<file path="src/rtl/astar_pkg.sv">
// Shared A* pipeline definitions: FSM encoding, direction codes, neighbour offset
// tables and the grid size defaults that the closed-list search stage also uses.
package astar_pkg;

  localparam int GRID_W_DEF = 20;
  localparam int GRID_H_DEF = 20;

  typedef enum logic [2:0] {
    ST_IDLE = 3'd0,
    ST_GEN  = 3'd1,
    ST_WALL = 3'd2,
    ST_WAIT = 3'd3,
    ST_EMIT = 3'd4,
    ST_NEXT = 3'd5,
    ST_DONE = 3'd6
  } state_t;

  localparam logic [2:0] DIR_N  = 3'd0;
  localparam logic [2:0] DIR_E  = 3'd1;
  localparam logic [2:0] DIR_S  = 3'd2;
  localparam logic [2:0] DIR_W  = 3'd3;
  localparam logic [2:0] DIR_NE = 3'd4;
  localparam logic [2:0] DIR_SE = 3'd5;
  localparam logic [2:0] DIR_SW = 3'd6;
  localparam logic [2:0] DIR_NW = 3'd7;

  // Two-bit two's-complement offsets (-1, 0, +1) indexed by direction code.
  localparam logic [1:0] DX_TAB [8] = '{2'b00, 2'b01, 2'b00, 2'b11, 2'b01, 2'b01, 2'b11, 2'b11};
  localparam logic [1:0] DY_TAB [8] = '{2'b11, 2'b00, 2'b01, 2'b00, 2'b11, 2'b01, 2'b01, 2'b11};

endpackage

</file>
<file path="src/rtl/astar_nb_offset.sv">
// Combinational neighbour coordinate: current node plus direction offset, with a
// flag telling whether the result lies inside the grid.
module astar_nb_offset
  import astar_pkg::*;
#(
  parameter int COORD_W = 8,
  parameter int GRID_W  = GRID_W_DEF,
  parameter int GRID_H  = GRID_H_DEF
) (
  input  logic [COORD_W-1:0] cur_x,
  input  logic [COORD_W-1:0] cur_y,
  input  logic [2:0]         dir,
  output logic [COORD_W-1:0] cand_x,
  output logic [COORD_W-1:0] cand_y,
  output logic               in_grid
);

  localparam logic [COORD_W:0] GW = (COORD_W+1)'(GRID_W);
  localparam logic [COORD_W:0] GH = (COORD_W+1)'(GRID_H);

  logic [1:0]       dx, dy;
  logic [COORD_W:0] dx_ext, dy_ext, sx, sy;

  assign dx     = DX_TAB[dir];
  assign dy     = DY_TAB[dir];
  assign dx_ext = {{(COORD_W-1){dx[1]}}, dx};
  assign dy_ext = {{(COORD_W-1){dy[1]}}, dy};

  // One extra bit so that 0-1 shows up as negative instead of wrapping to the top.
  assign sx = {1'b0, cur_x} + dx_ext;
  assign sy = {1'b0, cur_y} + dy_ext;

  assign cand_x  = sx[COORD_W-1:0];
  assign cand_y  = sy[COORD_W-1:0];
  assign in_grid = !sx[COORD_W] && !sy[COORD_W] && (sx < GW) && (sy < GH);

endmodule

</file>
<file path="src/rtl/astar_neighbor_gen.sv">
// Expansion stage: walks the neighbours of the popped node, filters off-grid and wall
// cells, queries the closed list and forwards unvisited cells to the open-list insert.
module astar_neighbor_gen
  import astar_pkg::*;
#(
  parameter int GRID_W  = GRID_W_DEF,
  parameter int GRID_H  = GRID_H_DEF,
  parameter int COORD_W = 8,
  parameter int DIAG    = 0
) (
  input  logic               Clk,
  input  logic               Reset,
  input  logic               cur_valid,
  output logic               cur_ready,
  input  logic [COORD_W-1:0] cur_x,
  input  logic [COORD_W-1:0] cur_y,
  output logic               wall_req,
  output logic [COORD_W-1:0] wall_x,
  output logic [COORD_W-1:0] wall_y,
  input  logic               wall_hit,
  output logic               chk_start,
  output logic [COORD_W-1:0] chk_x,
  output logic [COORD_W-1:0] chk_y,
  input  logic               chk_done,
  input  logic               chk_found,
  output logic               nb_valid,
  input  logic               nb_ready,
  output logic [COORD_W-1:0] nb_x,
  output logic [COORD_W-1:0] nb_y,
  output logic               exp_done,
  output logic [3:0]         nb_count
);

  localparam logic [2:0] LAST_DIR = (DIAG != 0) ? DIR_NW : DIR_W;

  state_t             state;
  logic [COORD_W-1:0] node_x, node_y;
  logic [2:0]         dir;
  logic [3:0]         count;
  logic [COORD_W-1:0] cand_x, cand_y;
  logic               in_grid;

  astar_nb_offset #(
    .COORD_W (COORD_W),
    .GRID_W  (GRID_W),
    .GRID_H  (GRID_H)
  ) u_offset (
    .cur_x   (node_x),
    .cur_y   (node_y),
    .dir     (dir),
    .cand_x  (cand_x),
    .cand_y  (cand_y),
    .in_grid (in_grid)
  );

  // The wall map answers one cycle after the request, so the strobe is decoded in GEN
  // itself and the answer lands in WALL.
  assign wall_req = (state == ST_GEN) && in_grid;
  assign wall_x   = wall_req ? cand_x : '0;
  assign wall_y   = wall_req ? cand_y : '0;

  always_ff @(posedge Clk or posedge Reset) begin
    if (Reset) begin
      state     <= ST_IDLE;
      cur_ready <= 1'b1;
      node_x    <= '0;
      node_y    <= '0;
      dir       <= '0;
      count     <= '0;
      chk_start <= 1'b0;
      chk_x     <= '0;
      chk_y     <= '0;
      nb_valid  <= 1'b0;
      nb_x      <= '0;
      nb_y      <= '0;
      exp_done  <= 1'b0;
      nb_count  <= '0;
    end else begin
      chk_start <= 1'b0;
      exp_done  <= 1'b0;
      case (state)
        ST_IDLE: begin
          if (cur_valid) begin
            node_x    <= cur_x;
            node_y    <= cur_y;
            dir       <= '0;
            count     <= '0;
            cur_ready <= 1'b0;
            state     <= ST_GEN;
          end
        end
        ST_GEN: state <= in_grid ? ST_WALL : ST_NEXT;
        ST_WALL: begin
          if (wall_hit) begin
            state <= ST_NEXT;
          end else begin
            chk_start <= 1'b1;
            chk_x     <= cand_x;
            chk_y     <= cand_y;
            state     <= ST_WAIT;
          end
        end
        ST_WAIT: begin
          if (chk_done) begin
            if (chk_found) begin
              state <= ST_NEXT;
            end else begin
              nb_valid <= 1'b1;
              nb_x     <= chk_x;
              nb_y     <= chk_y;
              state    <= ST_EMIT;
            end
          end
        end
        ST_EMIT: begin
          if (nb_ready) begin
            nb_valid <= 1'b0;
            if (count < 4'd8) count <= count + 4'd1;
            state <= ST_NEXT;
          end
        end
        ST_NEXT: begin
          if (dir == LAST_DIR) begin
            exp_done <= 1'b1;
            nb_count <= count;
            state    <= ST_DONE;
          end else begin
            dir   <= dir + 3'd1;
            state <= ST_GEN;
          end
        end
        ST_DONE: begin
          cur_ready <= 1'b1;
          state     <= ST_IDLE;
        end
        default: state <= ST_IDLE;
      endcase
    end
  end

endmodule

</file>
<file path="config.mk">
export PLATFORM = sky130hd
export DESIGN_NAME = astar_neighbor_gen
export DESIGN_NICKNAME = d
export VERILOG_FILES = /design/src/rtl/astar_pkg.sv /design/src/rtl/astar_nb_offset.sv /design/src/rtl/astar_neighbor_gen.sv
export SDC_FILE = /design/constraint.sdc
export NUM_CORES = 1
export LEC_CHECK = 0
export BUFFER_PORTS_ARGS = -buffer_cell sky130_fd_sc_hd__buf_4
export CAP_MARGIN = 20
export CORE_AREA = 10 10 108 110
export CTS_CLUSTER_DIAMETER = 40
export DETAILED_ROUTE_END_ITERATION = 12
export DIE_AREA = 0 0 118 120
export GPL_ROUTABILITY_DRIVEN = 0
export GPL_TIMING_DRIVEN = 1
export PLACE_DENSITY = 0.58
export RECOVER_POWER = 100
export SLEW_MARGIN = 20
export SYNTH_ARGS = -nofsm -noshare
export SYNTH_HDL_FRONTEND = slang
export SYNTH_HIERARCHICAL = 1
export SYNTH_SLANG_ARGS = --single-unit
export TNS_END_PERCENT = 10
</file>
<file path="constraint.sdc">
create_clock -name Clk -period 6.65 [get_ports Clk]
set_input_delay 0.665 -clock Clk [delete_from_list [all_inputs] [get_ports Clk]]
set_output_delay 0.665 -clock Clk [all_outputs]
set_load 0.05 [all_outputs]
</file>
# == Word level (Yosys, flattened, before mapping) ==
# Memories as Yosys holds them, arrays and structs flattened.
# Index checks and enable logic that the tools add are counted.
# op_classes
n_addsub,4
order_cmp,4
eq_ne,13
n_mux,31
n_bitwise,3
reduce_logical,20
# ops
op,count
3-bit 2-to-1 mux,8
8-bit by 9-bit adder with 9-bit output,2
9-bit by 5-bit less-than comparator with 1-bit output (second input constant),2
3-bit case mux with 6 select lines,1
8-bit 2-to-1 mux,2
4-bit 2-to-1 mux,3
2-bit inequality test (second input constant),6
3-bit by 2-bit equality test with 1-bit output (second input constant),3
3-bit equality test (second input constant),3
1-bit 2-to-1 mux,9
3-bit AND reduction,3
2-bit 2-to-1 mux,4
4-bit case mux with 2 select lines,1
2-bit AND reduction,4
4-bit AND reduction,2
2-bit nonzero test,4
3-bit case mux with 2 select lines,1
4-bit by 1-bit adder with 4-bit output (second input constant),1
4-bit greater-or-equal comparator (second input constant),1
1-bit logical AND,4
4-bit less-than comparator (second input constant),1
3-bit NOT with 4-bit output,1
1-bit case mux with 2 select lines,2
3-bit by 1-bit adder with 3-bit output (second input constant),1
other kinds (4),6
# totals
register_bits,66
mem_bits_ro,32
inputBits,23
output_inout_bits,57
wordCells,91
mem_count,2
# mem_list
name,words,width,read_ports,rd_clocked_by_memory_dff,write_ports,line_no,text
(name not given),8,2,1,0,0,astar_nb_offset.sv:24,assign dx = DX_TAB[dir];
(name not given),8,2,1,0,0,astar_nb_offset.sv:25,assign dy = DY_TAB[dir];

# == Logic depth before layout (Yosys ltp) ==
# Gate-level depths: netlist of run 1.
# logic_depth
depth_word,11
mapped_depth,15
mapped_depth_nobuf,14

# == Cells and area by module ==
# Netlist of run 1, hierarchy kept.
# modules_own_cells
module,n_inst,cells_per_inst,area_each_um2,seq_area_each_um2
astar_neighbor_gen,1,248,2800.2,1652.8
astar_nb_offset,1,103,820.8,0.0

# == Worst setup path before layout of run 1 ==
# OpenSTA, ideal clock, no wires.
# synth_timing
kind,register to output
from,reg dir[0]
to,out wall_x[5]
arrival_time_ns,4.274
t_required_ns,5.985
slack_ns,1.711
path_stages_with_launch,15
n_path_buf,1
path_cell_list,dfrtp_1 > inv_1 > ha_1 > a21oi_1 > ha_1 > and3_1 > a21boi_1 > o31a_1 > nor3_2 > o221ai_2 > nor4_2 > nand2b_1 > nor3_2 > clkbuf_1 > and2_1
# synth_between
elab_chain_cells,11
elab_cells_between_ends,18
cone_classes,2 x add/sub; 2 x order compare; 5 x mux; 1 x bitwise; 6 x reduce/logical; 2 x memory
# synth_rtl
item,line_no,text
from (decl),astar_neighbor_gen.sv:38,logic [2:0] dir;
from (signal assigned),astar_neighbor_gen.sv:128,dir <= dir + 3'd1;
3-bit NOT with 4-bit output (implied by the code) (*),"astar_nb_offset.sv:24, astar_nb_offset.sv:25",
branches (longest 7 deep; another with 8-bit by 9-bit adder with 9-bit output),n/a,
1-bit logical AND (*),astar_nb_offset.sv:35,assign in_grid = !sx[COORD_W] && !sy[COORD_W] && (sx < GW) && (sy < GH);
named net in_grid,astar_neighbor_gen.sv:41,logic in_grid;
1-bit logical AND (*),astar_neighbor_gen.sv:58,assign wall_req = (state == ST_GEN) && in_grid;
named net wall_req,astar_neighbor_gen.sv:17,"output logic wall_req,"
8-bit 2-to-1 mux (*),astar_neighbor_gen.sv:59,assign wall_x = wall_req ? cand_x : '0;
to (decl),astar_neighbor_gen.sv:18,"output logic [COORD_W-1:0] wall_x,"
# Mark *: on every way through the listed nets, which the timed path passes. The select of a mux whose other input is x is not followed.

# == Final worst setup path of run 1 ==
# layout_timing
from,reg dir[0]
to,out wall_req
# layout_between
elab_chain_cells,10
elab_cells_between_ends,17
cone_classes,2 x add/sub; 2 x order compare; 4 x mux; 1 x bitwise; 6 x reduce/logical; 2 x memory
# layout_rtl
item,line_no
3-bit NOT with 4-bit output (implied by the code) (*),"astar_nb_offset.sv:24, astar_nb_offset.sv:25"
branches (longest 7 deep; another with 8-bit by 9-bit adder with 9-bit output),n/a
1-bit logical AND (*),astar_nb_offset.sv:35
named net in_grid,astar_neighbor_gen.sv:41
1-bit logical AND (*),astar_neighbor_gen.sv:58
to (decl),astar_neighbor_gen.sv:17
# Marked as above.

==> results.json, run 1 <==
{
  "status": "finished with violations",
  "failed_checks": "capacitance limit, slew limit",
  "grt_max_degree": 67,
  "cp-start-kind": "flip-flop",
  "synth_edf_count": 0,
  "syn_area_mm2": 0.003621,
  "grt_pass1_wl_mm": 15.03,
  "cp_slowest_cell": "nor3_2",
  "wl_met1_mm": 3.916,
  "cts_root_buffer": "clkbuf_8",
  "yosysTopAreaCell": "dfrtp_1",
  "ys_seq_elements": 66,
  "hold_viol": 0,
  "dpl-instance-area_mm2": 0.004343,
  "syn_area_per_cell_um2": 10.32,
  "synth_top_area_share_pct": 44.92,
  "portBuffers": 79,
  "cts-resized-gates": 0,
  "critPathTopFamily": "simple AND/OR/NAND/NOR gates",
  "synth_cell_types": 53,
  "routed-wl-met2_mm": 4.319,
  "grt_pass1_vias": 2938,
  "hpwlAfterDp_mm": 6.713,
  "rr_worst_depth": 13,
  "top_layer": "met4",
  "die_h_um": 120,
  "crit_path_end_kind": "primary output",
  "viasPerCell": 4.837,
  "cp.required_ns": 5.98,
  "layout_common_cells": "nand2_1 (70), dfrtp_1 (65), clkbuf_1 (42)",
  "layout_commonest_cell": "nand2_1",
  "synthesis.nets": 398,
  "async_flop_share_pct": 100.0,
  "antenna_found_initial": 0,
  "design_area_mm2": 0.004384,
  "worstPathMaxFanout": 18,
  "synth_area_leaders": "dfrtp_1 (45%), mux2_2 (10%), ha_1 (7.6%), nand2_1 (7.3%), and2_1 (2.9%)",
  "clk_pin_slew_ns": 0.08,
  "path_class": "reg -> out",
  "die-width_um": 118,
  "clock-skew-final_ns": 0.008254,
  "clock_sinks": 66,
  "hold_class": "reg -> reg",
  "worstPathArrival_ns": 5.00,
  "cp_num_buf_inv": 2,
  "die_area_mm2": 0.01416,
  "postCtsHoldBufs": 0,
  "ys_seq_area_share_pct": 45.65,
  "cp-startpoint": "dir[0]",
  "drtAntennaViolNets": 0,
  "final_net_count": 480,
  "met3_wirelength_um": 468,
  "cts_buffer_depth": 2,
  "wirelength_mm": 8.795,
  "drt-initial-drc-count": 113,
  "start_util_pct": 37.92,
  "syn_inst": 351,
  "vdd_drop_max_v": 0.0002346,
  "fin_tns_setup_ns": 0,
  "powerDensity_mw_per_mm2": 544.7,
  "cp_num_cells": 13,
  "setup_viol": 0,
  "crit_path_end": "wall_req",
  "avgRoutedWirePerCell_um": 15.40,
  "min_period_ns": 5.665,
  "slowest_delay_ns": 0.75,
  "rsz0062_at_grt": "no",
  "r2r_setup_slack_ns": 2.28,
  "coreArea_mm2": 0.009549,
  "nFillCells": 994,
  "grt-ovfl-total": 0,
  "max_freq_mhz": 176.5,
  "tightest_slew_ns": 3.539,
  "diodes": 0,
  "rr_startpoint": "dir[0]",
  "drv_cap": 3,
  "post-route-drc-count": 0,
  "grt_use_total_pct": 12.78,
  "postCtsSetupBuffers": 0,
  "reg2reg_to": "state[1]",
  "layout-drive-gt1-share_pct": 22.37,
  "relSlewSlack_pct": -136.0,
  "htreeDepth": 3,
  "vias": 2762,
  "ys.flop_type": "dfrtp_1",
  "ios": 80,
  "fp-row-count": 36,
  "drv_slew": 103,
  "dr.pass1.iters": 4,
  "crit_chain": "inv_1 > ha_1 > a21oi_1 > ha_1 > and3_1 > a21boi_0 > o31a_1 > nor3_2 > o221ai_2 > nor4_1 > nand2b_1 > nor3_2 > clkbuf_1",
  "leakagePower_uw": 0.002175,
  "clkLatencyLatePin_ns": 0.34,
  "area_growth_pct": 21.08,
  "post-route-period-util_pct": 85.20,
  "cts_buffers": 9,
  "cts_tree": "done",
  "yosysWarnings": 6
}
[cells in the mapped netlist, drive strengths merged (2+ instances only)]
cell type / instances
nor2b: 5
o21a: 6
o22ai: 3
clkbuf: 4
xnor2: 8
nand4: 2
buf: 5
mux2i: 3
nor2: 16
mux2: 32
ha: 22
nor3: 11
o221ai: 2
nand2b: 4
a211o: 2
a21o: 5
nand2: 70
nand3: 2
dfrtp: 65
a21oi: 14
a211oi: 2
or2: 3
o21ai: 11
a21boi: 2
and3: 3
and2: 17
fa: 2
inv: 14
[state kept, by name (all words and copies together) (netlist names)]
name and cells:
nb_count 4, exp_done 1, chk_start 1, dir 3, cur_ready 1, nb_x 8, node_y 8, nb_valid 1
chk_x 8, node_x 8, state 3, chk_y 8, count 4, nb_y 8
[worst register-to-register path, delay by kind of cell (launching register included)]
kind            cells  cell delay [ns]
simple gates        5             1.67
compound gates      5             1.42
fa+ha+maj           2             0.70
flops               1             0.44
buf+inv             1             0.07
[worst min path at each step]
stage                           start     endpoint  slack, ns  depth (start not counted)
after floorplan             node_x[0]    node_x[0]       0.45                          2
after global placement    nb_count[3]  nb_count[3]       0.46                          2
after detailed placement  nb_count[1]  nb_count[1]       0.47                          2
after CTS                 nb_count[1]  nb_count[1]       0.49                          2
after global routing         cur_y[0]    node_y[0]       0.50                          3
final                     nb_count[1]  nb_count[1]       0.48                          2
[routing by layer]
metal  global-route usage (%)  vias to the layer above
met4                    3.323                        0
met3                    4.032                        8
met1                    15.58                     1315
li1                         -                     1377
met2                    21.45                       62
met5                        0                        -
[final cells by class]
class	instances	area [um2]	share of cell area (%)
Clock buffer	10	137.6	3.139
Clock inverter	6	90.09	2.055
Inverter	14	52.55	1.199
Multi-Input combinational cell	262	1842	42.01
Sequential cell	66	1653	37.70
Tap cell	133	166.4	3.796
Timing Repair Buffer	80	442.9	10.10
[power by group]
| part | total, uW | internal [uW] | switching (uW) |
|---|---|---|---|
| Sequential | 654 | 532 | 122 |
| Combinational | 1350 | 480 | 870 |
| Clock | 384 | 222 | 162 |
[kinds of logic after synthesis]
logic type,count (synthesis),synth area share [%]
mux,35,10.78
xor+xnor,9,2.177
fa+ha+maj,24,8.708
buf+inv,23,2.695
simple gates,139,19.39
compound gates,55,10.61
flops,66,45.65
[stage by stage]
step / std cells / power [uW] / hold WS (ns) / utilization [%] / worst slack, ns
final: 571 / 2388 / 0.4804 / 45.91 / 0.9845
after global routing: 571 / 2608 / 0.4961 / 45.91 / 0.4322
after CTS: 571 / 2490 / 0.4875 / 47.86 / 1.162
after detailed placement: 555 / 2095 / 0.4677 / 45.48 / 1.537
after global placement: 555 / 2079 / 0.4591 / 45.48 / 1.687
after floorplan: 351 / 1705 / 0.4523 / - / 1.711
(Power assumes the default switching activity.)
==> run 2: changes to the inputs <==
--- a/config.mk
+++ b/config.mk
@@ -5,7 +5,7 @@
 export SDC_FILE = /design/constraint.sdc
 export NUM_CORES = 1
 export LEC_CHECK = 0
-export BUFFER_PORTS_ARGS = -buffer_cell sky130_fd_sc_hd__buf_4
+export BUFFER_PORTS_ARGS = -buffer_cell sky130_fd_sc_hd__buf_2
 export CAP_MARGIN = 20
 export CORE_AREA = 10 10 108 110
 export CTS_CLUSTER_DIAMETER = 40
==> run 2 against run 1 <==
Register-to-register slack got worse by 0.11 ns. Critical path depth unchanged. The flow still finishes with violations (capacitance limit, slew limit). Sequential share of layout area increased by 1.0 points. Clock skew increased by 0.00060 ns. Via count increased by 0.65%. Global-route usage increased by 0.056 points. Flip-flop and latch count unchanged. Sequential power about the same. Routed wire length increased by 0.24%. Total power decreased by 1.2%. Highest routed layer unchanged. Design area decreased by 2.7%. Maximum frequency decreased by 2.0%.
==> results.json, run 2 (synthesis gave the netlist of run 1 again) <==
{
  "hold_viol": 0,
  "vdd_drop_max_v": 0.0002383,
  "crit_chain": "inv_1 > ha_1 > a21oi_1 > ha_1 > and3_1 > a21boi_0 > o31a_1 > nor3_1 > o221ai_2 > nor4_1 > nand2b_1 > nor3_2 > clkbuf_1",
  "register_area_mm2": 0.001653,
  "cts_root_buffer": "clkbuf_8",
  "clock_sinks": 66,
  "antenna_found_initial": 0,
  "layout_common_cells": "nand2_1 (70), dfrtp_1 (65), clkbuf_1 (44)",
  "tightest_slew_ns": 3.463,
  "setup_viol": 0,
  "place_ws_ns": 1.477,
  "clkLatencyLatePin_ns": 0.34,
  "cp_num_buf_inv": 2,
  "post-route-period-util_pct": 86.91,
  "coreArea_mm2": 0.009549,
  "powerDensity_mw_per_mm2": 553.2,
  "clock-skew-final_ns": 0.008851,
  "whs_ns": 0.4777,
  "die_area_mm2": 0.01416,
  "drv_slew": 103,
  "final_cells": 571,
  "placed_cells": 555,
  "avgRoutedWirePerCell_um": 15.44,
  "postCtsHoldBufs": 0,
  "drt-initial-drc-count": 114,
  "clk_pin_slew_ns": 0.07,
  "die_h_um": 120,
  "htreeDepth": 3,
  "cts_buffers": 9,
  "fp-row-count": 36,
  "area_growth_pct": 17.83,
  "grt_pass1_wl_mm": 14.95,
  "path_class": "reg -> out",
  "drv_cap": 3,
  "layout-drive-gt1-share_pct": 21.69,
  "max_freq_mhz": 173.0,
  "grt_pass1_vias": 2919,
  "final_net_count": 480,
  "failed_checks": "capacitance limit, slew limit",
  "fin_tns_setup_ns": 0,
  "post-route-drc-count": 0,
  "crit_path_end_kind": "primary output",
  "worstPathArrival_ns": 5.11,
  "critPathTopFamily": "simple AND/OR/NAND/NOR gates",
  "status": "finished with violations",
  "cts-resized-gates": 0,
  "diodes": 0,
  "cp_slowest_cell": "nor3_2",
  "cts_buffer_depth": 2,
  "fin_ws_ns": 0.8702,
  "nFillCells": 975,
  "grt-ovfl-total": 0,
  "hold_class": "reg -> reg",
  "slowest_delay_ns": 0.74,
  "min_period_ns": 5.780,
  "portBuffers": 79,
  "vias": 2780,
  "cts_tree": "done",
  "dr.pass1.iters": 4,
  "start_util_pct": 37.92,
  "cpMostUsedCell": "ha_1",
  "wirelength_mm": 8.816,
  "drtAntennaViolNets": 0,
  "multi_input_area_mm2": 0.001837,
  "layout_commonest_cell": "nand2_1",
  "cp.required_ns": 5.98,
  "finalPower_uw": 2360,
  "worstPathMaxFanout": 18,
  "leakagePower_uw": 0.002169,
  "cp-start-kind": "flip-flop",
  "grt_use_total_pct": 12.84,
  "relSlewSlack_pct": -130.8,
  "hpwlAfterDp_mm": 6.638,
  "die-width_um": 118,
  "grt_max_degree": 67,
  "rsz0062_at_grt": "no",
  "postCtsSetupBuffers": 0,
  "viasPerCell": 4.869,
  "ios": 80
}
## run 2: cell count changes in the layout (fill, tap and decap cells not counted), sizes merged
| cell | change |
|---|---|
| buf | +1 |
| clkinvlp | -1 |
## run 2: cell type report
type / count / share of cell area [%]
inverter: 14 / 1.232
tap: 133 / 3.900
clock buffer: 11 / 3.079
clock inverter: 5 / 1.848
sequential: 66 / 38.74
timing repair buffer: 80 / 8.153
multi-input combinational: 262 / 43.05
## run 2: routing by layer
metal  global-route usage (%)  up-vias  wire length, um
li1                         -     1371                -
met3                    3.844       15              494
met1                    15.29     1319             3868
met5                        0        -                0
met4                    5.564        0              168
met2                    21.13       75             4284
## run 2: metrics by stage
stage | cell area, um2 | util, %
after floorplan | 3621 | -
after global placement | 4145 | 43.41
after detailed placement | 4145 | 43.41
after CTS | 4355 | 45.61
after global routing | 4267 | 44.68
final | 4267 | 44.68
## run 2: worst reg2reg max path, stage by stage (launching register included)
cell and delay (ns):
dfrtp_1 0.46, inv_1 0.07, ha_1 0.29, a21oi_1 0.66, ha_1 0.42, and3_1 0.23
a21boi_0 0.13, o31a_1 0.33, nor3_1 0.26, o221ai_2 0.14, nor4_1 0.36, nand2b_1 0.16
nor3_2 0.74, a211o_1 0.19
## run 2: power breakdown
group,internal (uW),switching (uW),leakage [uW]
registers,532,124,0.000875
clock network,211,154,0.000107
logic,473,867,0.00119
## run 2: worst paths after layout
kind,slack (ns),to,from,depth (start not counted)
min reg2reg,0.48,nb_count[0],nb_count[0],2
min,0.48,nb_count[0],nb_count[0],2
max reg2reg,2.17,state[1],dir[0],13
max in group asynchronous,3.05,chk_x[4],Reset,3
max,0.87,wall_req,dir[0],13
min in group asynchronous,1.65,nb_x[7],Reset,3
==> run 3: changes to the inputs <==
--- a/config.mk
+++ b/config.mk
@@ -8,6 +8,7 @@
 export BUFFER_PORTS_ARGS = -buffer_cell sky130_fd_sc_hd__buf_2
 export CAP_MARGIN = 20
 export CORE_AREA = 10 10 108 110
+export CTS_BUF_LIST = sky130_fd_sc_hd__clkbuf_4
 export CTS_CLUSTER_DIAMETER = 40
 export DETAILED_ROUTE_END_ITERATION = 12
 export DIE_AREA = 0 0 118 120
==> run 3 against run 2 <==
The flow still finishes with violations (capacitance limit, slew limit). Clock power down 16%. Largest power group unchanged. Global-route usage about the same. Utilization down 0.51 points.
==> results.json, run 3 (synthesis gave the netlist of run 1 again) <==
{
  "final_cells": 571,
  "cp-start-kind": "flip-flop",
  "hpwlAfterDp_mm": 6.638,
  "max_freq_mhz": 171.1,
  "postCtsHoldBufs": 0,
  "cts-resized-gates": 0,
  "finalPower_uw": 2300,
  "cts_tree": "done",
  "dr.pass1.iters": 4,
  "critPathTopFamily": "compound AO/OA/AOI/OAI gates",
  "final_util_pct": 44.17,
  "cp_num_buf_inv": 2,
  "cp_slowest_cell": "nor3_2",
  "grt_use_total_pct": 12.83,
  "diodes": 0,
  "setup_viol": 0,
  "layout_common_cells": "nand2_1 (70), dfrtp_1 (65), clkbuf_1 (42)",
  "area_growth_pct": 16.48,
  "wirelength_mm": 8.776,
  "status": "finished with violations",
  "final_net_count": 480,
  "viasPerCell": 4.897,
  "reg2reg_to": "state[1]",
  "worstPathMaxFanout": 18,
  "grt_pass1_wl_mm": 14.92,
  "die-width_um": 118,
  "postCtsSetupBuffers": 0,
  "vdd_drop_max_v": 0.0002348,
  "crit_path_end_kind": "primary output",
  "hold_class": "in -> reg",
  "coreArea_mm2": 0.009549,
  "start_util_pct": 37.92,
  "cts_buffer_depth": 2,
  "drtAntennaViolNets": 0,
  "clock-skew-final_ns": 0.02181,
  "hold_viol": 0,
  "clock_sinks": 66,
  "min_period_ns": 5.846,
  "avgRoutedWirePerCell_um": 15.37,
  "busiest_layer": "met2",
  "hold_path_depth": 3,
  "cts_root_buffer": "clkbuf_4",
  "portBuffers": 79,
  "worstPathArrival_ns": 5.18,
  "fin_tns_setup_ns": 0,
  "cp-startpoint": "dir[0]",
  "grt-ovfl-total": 0,
  "rsz0062_at_grt": "no",
  "slowest_delay_ns": 0.73,
  "layout_commonest_cell": "nand2_1",
  "clkLatencyLatePin_ns": 0.42,
  "vias": 2796,
  "tightest_slew_ns": 3.475,
  "grt_use_met3_pct": 4.970,
  "r2r_setup_slack_ns": 2.18,
  "rr_worst_depth": 13,
  "grt_max_degree": 67,
  "fp-row-count": 36,
  "cts_buffers": 9,
  "post-route-period-util_pct": 87.90,
  "use_met1_pct": 15.32,
  "crit_path_end": "wall_req",
  "cp.required_ns": 5.98,
  "relSlewSlack_pct": -131.7,
  "drt-initial-drc-count": 107,
  "powerDensity_mw_per_mm2": 545.4,
  "htreeDepth": 3,
  "gr-usage-met2_pct": 20.96,
  "crit_chain": "inv_1 > ha_1 > a21oi_1 > ha_1 > a21oi_1 > a21boi_0 > o31a_1 > nor3_1 > o221ai_2 > nor4_1 > nand2b_1 > nor3_2 > clkbuf_1",
  "cp_num_cells": 13,
  "rr_startpoint": "dir[0]",
  "die_h_um": 120,
  "grt_pass1_vias": 2896,
  "clk_pin_slew_ns": 0.12,
  "placed_cells": 555,
  "whs_ns": 0.4212,
  "post-route-drc-count": 0,
  "antenna_found_initial": 0,
  "die_area_mm2": 0.01416,
  "layout-drive-gt1-share_pct": 22.15,
  "path_class": "reg -> out",
  "drv_slew": 103,
  "ios": 80,
  "leakagePower_uw": 0.002148,
  "drv_cap": 3,
  "failed_checks": "capacitance limit, slew limit"
}
## run 3: worst min-delay path by stage
| stage | start | end | slack, ns |
|---|---|---|---|
| global placement | nb_count[3] | nb_count[3] | 0.45 |
| finish | cur_x[6] | node_x[6] | 0.42 |
| CTS | cur_x[6] | node_x[6] | 0.40 |
| detailed placement | nb_count[3] | nb_count[3] | 0.46 |
| floorplan | node_x[0] | node_x[0] | 0.45 |
| global route | cur_x[3] | node_x[3] | 0.39 |
## run 3: metrics by stage
step                worst slack (ns)  cell area (um2)
floorplan                      1.711             3621
global placement               1.618             4145
detailed placement             1.477             4145
CTS                            1.002             4307
global route                  0.2917             4218
finish                        0.8044             4218
## run 3: routing by layer
metal  wire [um]  share of wire [%]
met1        3872                 44
met2        4279                 49
met3         512                5.8
met4         112                1.3
met5           0                  0
## run 3: report_power, final
group / internal [uW] / total, uW / switching (uW) / leakage (uW)
registers: 531 / 654 / 123 / 0.000875
clock network: 161 / 306 / 146 / 0.0000908
logic: 473 / 1340 / 867 / 0.00118
total: 1160 / 2300 / 1140 / 0.00215
## run 3: worst reg2reg max path, cell delays in order (launching register included)
cell,delay [ns]
dfrtp_1,0.46
inv_1,0.07
ha_1,0.29
a21oi_1,0.67
ha_1,0.42
a21oi_1,0.24
a21boi_0,0.13
o31a_1,0.33
nor3_1,0.26
o221ai_2,0.14
nor4_1,0.34
nand2b_1,0.16
nor3_2,0.73
a211o_1,0.19
## run 3: layout make-up
type / count / area (um2)
clock buffer: 11 / 82.58
tap: 133 / 166.4
timing repair buffer: 80 / 347.8
inverter: 14 / 52.55
fill: 982 / 5331
multi-input combinational: 262 / 1837
clock inverter: 5 / 78.83
sequential: 66 / 1653
